===== config.mk =====
export PLATFORM = sky130hd
export DESIGN_NAME = tx_request_arbiter
export DESIGN_NICKNAME = d
export VERILOG_FILES = /design/src/rtl/tx_request_arbiter.sv
export SDC_FILE = /design/constraint.sdc
export NUM_CORES = 1
export LEC_CHECK = 0
export BUFFER_PORTS_ARGS = -buffer_cell sky130_fd_sc_hd__buf_2
export CORE_MARGIN = 4
export CORE_UTILIZATION = 46
export CTS_CLUSTER_DIAMETER = 30
export DETAILED_ROUTE_END_ITERATION = 10
export GPL_TIMING_DRIVEN = 0
export PLACE_DENSITY_LB_ADDON = 0.08
export SETUP_SLACK_MARGIN = 0.05
export SLEW_MARGIN = 30
export SYNTH_ARGS = -nofsm -noshare
export SYNTH_HDL_FRONTEND = slang
export SYNTH_SLANG_ARGS = --single-unit

===== constraint.sdc =====
create_clock -name i_clock -period 2 [get_ports i_clock]
set_input_delay 0.2 -clock i_clock [delete_from_list [all_inputs] [get_ports i_clock]]
set_output_delay 0.2 -clock i_clock [all_outputs]
set_load 0.02 [all_outputs]

===== src/rtl/tx_request_arbiter.sv =====
// Round-robin arbiter sharing one UART transmitter among N_REQ edge-triggered requesters.
// Optional sticky overrun flags are built when TX_ARB_OVERRUN_EN is defined.
module tx_request_arbiter #(
    parameter int N_REQ        = 4,
    parameter int DATA_W       = 8,
    parameter int BUSY_TIMEOUT = 3
) (
    input  logic                      i_clock,
    input  logic                      i_reset,
    input  logic [N_REQ-1:0]          i_req_level,
    input  logic [N_REQ*DATA_W-1:0]   i_req_data,
    input  logic                      i_tx_busy,
    output logic                      o_tx_start,
    output logic [DATA_W-1:0]         o_tx_data,
    output logic [N_REQ-1:0]          o_grant,
`ifdef TX_ARB_OVERRUN_EN
    output logic [N_REQ-1:0]          o_overrun,
`endif
    output logic [N_REQ-1:0]          o_pending
);

    localparam int PW = (N_REQ > 1) ? $clog2(N_REQ) : 1;
    localparam logic [3:0] TIMEOUT = 4'(BUSY_TIMEOUT);

    typedef enum logic [1:0] {IDLE, START, WAIT_BUSY, WAIT_DONE} state_t;

    state_t              r_state, w_state_next;
    logic [N_REQ-1:0]    r_prev, r_pending, w_edge, w_clear;
    logic [DATA_W-1:0]   r_hold [N_REQ];
    logic [PW-1:0]       r_ptr, r_sel, w_sel, w_idx;
    logic                w_found;
    logic [3:0]          r_cnt, w_cnt_next;
    logic [N_REQ-1:0]    r_grant;
    logic [DATA_W-1:0]   r_tx_data;

    assign w_edge  = i_req_level & ~r_prev;
    assign w_clear = (r_state == START) ? (N_REQ'(1) << r_sel) : '0;

    // A new edge in the same cycle as the clear keeps the request pending.
    always_ff @(posedge i_clock) begin
        if (i_reset) begin
            r_prev    <= '0;
            r_pending <= '0;
        end else begin
            r_prev    <= i_req_level;
            r_pending <= (r_pending & ~w_clear) | w_edge;
        end
    end

    generate
        for (genvar gi = 0; gi < N_REQ; gi++) begin : g_hold
            always_ff @(posedge i_clock) begin
                if (i_reset)
                    r_hold[gi] <= '0;
                else if (w_edge[gi])
                    r_hold[gi] <= i_req_data[gi*DATA_W +: DATA_W];
            end
        end
    endgenerate

    // First pending requester at or above r_ptr, wrapping around.
    always_comb begin
        w_found = 1'b0;
        w_sel   = r_ptr;
        w_idx   = '0;
        for (int i = 0; i < N_REQ; i++) begin
            w_idx = PW'((int'(r_ptr) + i) % N_REQ);
            if (!w_found && r_pending[w_idx]) begin
                w_found = 1'b1;
                w_sel   = w_idx;
            end
        end
    end

    always_comb begin
        w_state_next = r_state;
        w_cnt_next   = r_cnt;
        case (r_state)
            IDLE: begin
                if (w_found)
                    w_state_next = START;
            end
            START: begin
                w_state_next = WAIT_BUSY;
                w_cnt_next   = '0;
            end
            WAIT_BUSY: begin
                if (i_tx_busy) begin
                    w_state_next = WAIT_DONE;
                end else begin
                    w_cnt_next = r_cnt + 4'd1;
                    if (w_cnt_next == TIMEOUT)
                        w_state_next = IDLE;
                end
            end
            WAIT_DONE: begin
                if (!i_tx_busy)
                    w_state_next = IDLE;
            end
            default: w_state_next = IDLE;
        endcase
    end

    always_ff @(posedge i_clock) begin
        if (i_reset) begin
            r_state   <= IDLE;
            r_cnt     <= '0;
            r_ptr     <= '0;
            r_sel     <= '0;
            r_grant   <= '0;
            r_tx_data <= '0;
        end else begin
            r_state <= w_state_next;
            r_cnt   <= w_cnt_next;
            if (r_state == IDLE && w_found) begin
                r_sel     <= w_sel;
                r_grant   <= N_REQ'(1) << w_sel;
                r_tx_data <= r_hold[w_sel];
            end
            if (r_state != IDLE && w_state_next == IDLE) begin
                r_grant <= '0;
                r_ptr   <= (r_sel == PW'(N_REQ - 1)) ? '0 : r_sel + PW'(1);
            end
        end
    end

`ifdef TX_ARB_OVERRUN_EN
    logic [N_REQ-1:0] r_overrun;

    always_ff @(posedge i_clock) begin
        if (i_reset)
            r_overrun <= '0;
        else
            r_overrun <= r_overrun | (w_edge & r_pending & ~w_clear);
    end

    assign o_overrun = r_overrun;
`endif

    assign o_tx_start = (r_state == START);
    assign o_tx_data  = r_tx_data;
    assign o_grant    = r_grant;
    assign o_pending  = r_pending;

endmodule


==> flow_metrics.env <==
export IMPL_layout_drive_gt1_share=0.295
export IMPL_ys_seq_elements=62
export IMPL_power_density_nw_per_um2=994
export IMPL_crit_type="reg2out"
export IMPL_synth_cell_type_count=43
export IMPL_yosysWarningCount=0
export IMPL_syn_nets=297
export IMPL_setup_tns_ns=0
export IMPL_dp_hpwl_mm=4.37
export IMPL_die_area_um2=7490
export IMPL_skew_ns=0.00950
export IMPL_fmax_ghz=0.544
export IMPL_status="finished, final reports clean"
export IMPL_endpoint_kind="output pin"
export IMPL_finalHoldViolCount=0
export IMPL_drc=0
export IMPL_grt_total_usage=0.173
export IMPL_ctsHoldBuffers=0
export IMPL_synth_xor_area_frac=0
export IMPL_synth_simple_area_share=0.204
export IMPL_yosysSeqAreaShare=0.551
export IMPL_root_buffer="clkbuf_8"
export IMPL_wl_per_cell_um=15.2
export IMPL_relSlewSlack=0.616
export IMPL_finalWirelength_mm=6.04
export IMPL_tritoncts="done"
export IMPL_vdd_drop_max_v=0.000595
export IMPL_final_nets=362
export IMPL_synth_flop_cell="edfxtp_1"
export IMPL_slew_violations=0
export IMPL_cts_buffer_depth=2
export IMPL_finish_utilization=0.580
export IMPL_start_kind="register"
export IMPL_finalPower_uw=3430
export IMPL_overflow=0
export IMPL_tightest_slew_ns=0.571
export IMPL_numCtsBuffers=9
export IMPL_rsz0062_at_grt="true"
export IMPL_muxShareOfSynthArea=0.0640
export IMPL_drt_pass1_iterations=4
export IMPL_leakagePower_uw=0.00139
export IMPL_crit_required_ns=1.80
export IMPL_initial_utilization=0.476
export IMPL_min_delay_path_depth=2
export IMPL_grt_pass1_wl_mm=9.72
export IMPL_vias=2007
export IMPL_finalSetupViolCount=0
export IMPL_crit_arrival_ns=1.64
export IMPL_design_area_um2=3450
export IMPL_async_reset_ff_frac=0
export IMPL_die_w_um=86.5
export IMPL_clkSlewWorstSetupHoldPaths_ns=0.07
export IMPL_drt_vias_per_instance=5.06
export IMPL_rows=28
export IMPL_fp_coreArea_um2=5960
export IMPL_maxCapViolations=0
export IMPL_reg2reg_to="o_tx_data[2]$_SDFFE_PP0P_"
export IMPL_grt_max_degree=13
export IMPL_cts_sinks=62
export IMPL_synth_area_um2=2840
export IMPL_first_global_vias=1965
export IMPL_p_seq_frac=0.438
export IMPL_gp_congestion=0.776
export IMPL_chipHeight_um=86.5
export IMPL_reg2reg_from="o_pending[2]$_SDFF_PP0_"
export IMPL_place_area_um2=3200
export IMPL_instances_no_fill=397
export IMPL_intPower_uw=2500
export IMPL_critPathMaxFanout=10
export IMPL_postCtsSetupBuffers=0
export IMPL_portBuffers=54
export IMPL_postSynthAreaPerCell_um2=11.3
export IMPL_holdPathEnd="r_prev[0]$_SDFF_PP0_"
export IMPL_synth_compound_gate_area_share=0.124
export IMPL_area_delta_synth_final_pct=21.7
export IMPL_antenna_diode_count=0
export IMPL_hp_start="i_req_level[0]"
export IMPL_detail_route_antenna_nets=0
export IMPL_fin_crit_sh=0.919
export IMPL_post_cts_resize_count=0
export IMPL_yosys_area_share_adder=0.0265
export IMPL_p_sw_frac=0.271
export IMPL_synthCells=252
export IMPL_antenna_found_initial=0
export IMPL_htreeDepth=3
export IMPL_clockPowerShare=0.397
export IMPL_crit_start="r_state[0]$_SDFF_PP0_"
export IMPL_ff2ff_setup_slack_ns=0.16
export IMPL_comb_power_share=0.165
export IMPL_placedCellCount=381
export IMPL_min_period_ns=1.84
export IMPL_clock_insertion_delay_worst_skew_ns=0.34
export IMPL_p_sw_uw=928
export IMPL_min_path_type="in2reg"
export IMPL_synth_edf_count=32
export IMPL_synth_top_family_by_area="simple AND/OR/NAND/NOR gates"
export IMPL_first_iter_violations=128
export IMPL_reg2reg_depth=6
export IMPL_io_pins=56
through the flow:
stage / setup WS [ns] / hold WS, ns
5_1_grt: 0.0372 / 0.0971
3_3_place_gp: -0.0218 / 0.429
3_5_place_dp: -0.0109 / 0.435
6_report: 0.162 / 0.0932
4_1_cts: 0.111 / 0.0808
2_1_floorplan: 0.264 / 0.328
power groups by stage:
stage	Combinational [uW]	Sequential (uW)	Clock (uW)
floorplan	348	1560	0
global placement	565	1530	0
detailed placement	568	1530	0
CTS	571	1500	1380
global route	620	1510	1440
finish	566	1500	1360
worst max-delay path, cell delays in order (launching register included):
cell	delay, ns
dfxtp_1	0.31
clkbuf_1	0.35
nor2b_1	0.40
buf_2	0.24
synthesized netlist by cell type (4+ instances only):
cell / n / area (um2)
a21oi_1: 13 / 65.1
a31o_2: 4 / 35.0
and2_1: 32 / 200
clkbuf_1: 5 / 18.8
dfxtp_1: 30 / 601
edfxtp_1: 32 / 961
ha_1: 6 / 75.1
inv_1: 6 / 22.5
mux2i_1: 17 / 170
nand2_1: 19 / 71.3
nand2b_1: 9 / 56.3
nand3_1: 11 / 55.1
nor2_1: 18 / 67.6
nor2b_1: 6 / 37.5
o221ai_2: 6 / 90.1
flip-flops by register name, summed over array words and instances (netlist names):
register	cells
o_tx_data	8
r_sel	2
r_hold	32
r_state	2
o_pending	4
o_grant	4
r_prev	4
r_ptr	2
r_cnt	4
worst max-delay path by stage:
stage,to,cells after the start
6_report,o_tx_start,3
5_1_grt,o_tx_data[4]$_SDFFE_PP0P_,6
4_1_cts,o_tx_data[5]$_SDFFE_PP0P_,5
3_5_place_dp,r_hold[3][6]$_SDFFCE_PN0P_,4
3_3_place_gp,r_hold[3][6]$_SDFFCE_PN0P_,4
2_1_floorplan,o_tx_data[0]$_SDFFE_PP0P_,7
cells in the final DEF (no fill, tap or decap), types with 2 or more instances in the layout:
cell        count
o21ai_0         2
o21bai_1        3
nor2_1         18
buf_4           2
nand2_1        19
ha_1            6
and2_1         32
clkbuf_8        9
buf_2          57
nand2b_1        9
clkbuf_1        5
inv_1           6
clkinv_4        2
clkinvlp_4      2
edfxtp_1       32
bufinv_16       3
nor2b_1         6
a31o_2          4
o221ai_2        6
a21oi_1        13
o21ai_1         2
mux2i_1        16
dfxtp_1        29
nor3_1          2
o221ai_1        2
nand3b_1        2
nand3_1        11
layout make-up:
type,instances,area (um2)
flip-flops and latches,62,1560
repair buffers,54,270
clock inverters,7,123
multi-input cells,172,1190
well taps,75,93.8
inverters,7,26.3
clock buffers,9,124
fillers,526,2500
plain buffers,11,60.1
layer usage:
layer	vias to the layer above	wire length, um	track usage
li1	1041	-	-
met1	905	2920	0.231
met2	55	2680	0.264
met3	6	371	0.0551
met4	0	77	0.0637
met5	-	0	0
cells by family after synthesis:
group,Yosys count
AND/OR/NAND/NOR,107
flip-flops,62
AO/OA/AOI/OAI,41
buffers and inverters,18
multiplexers,18
adder cells (fa/ha/maj),6
(Power assumes the default switching activity.)
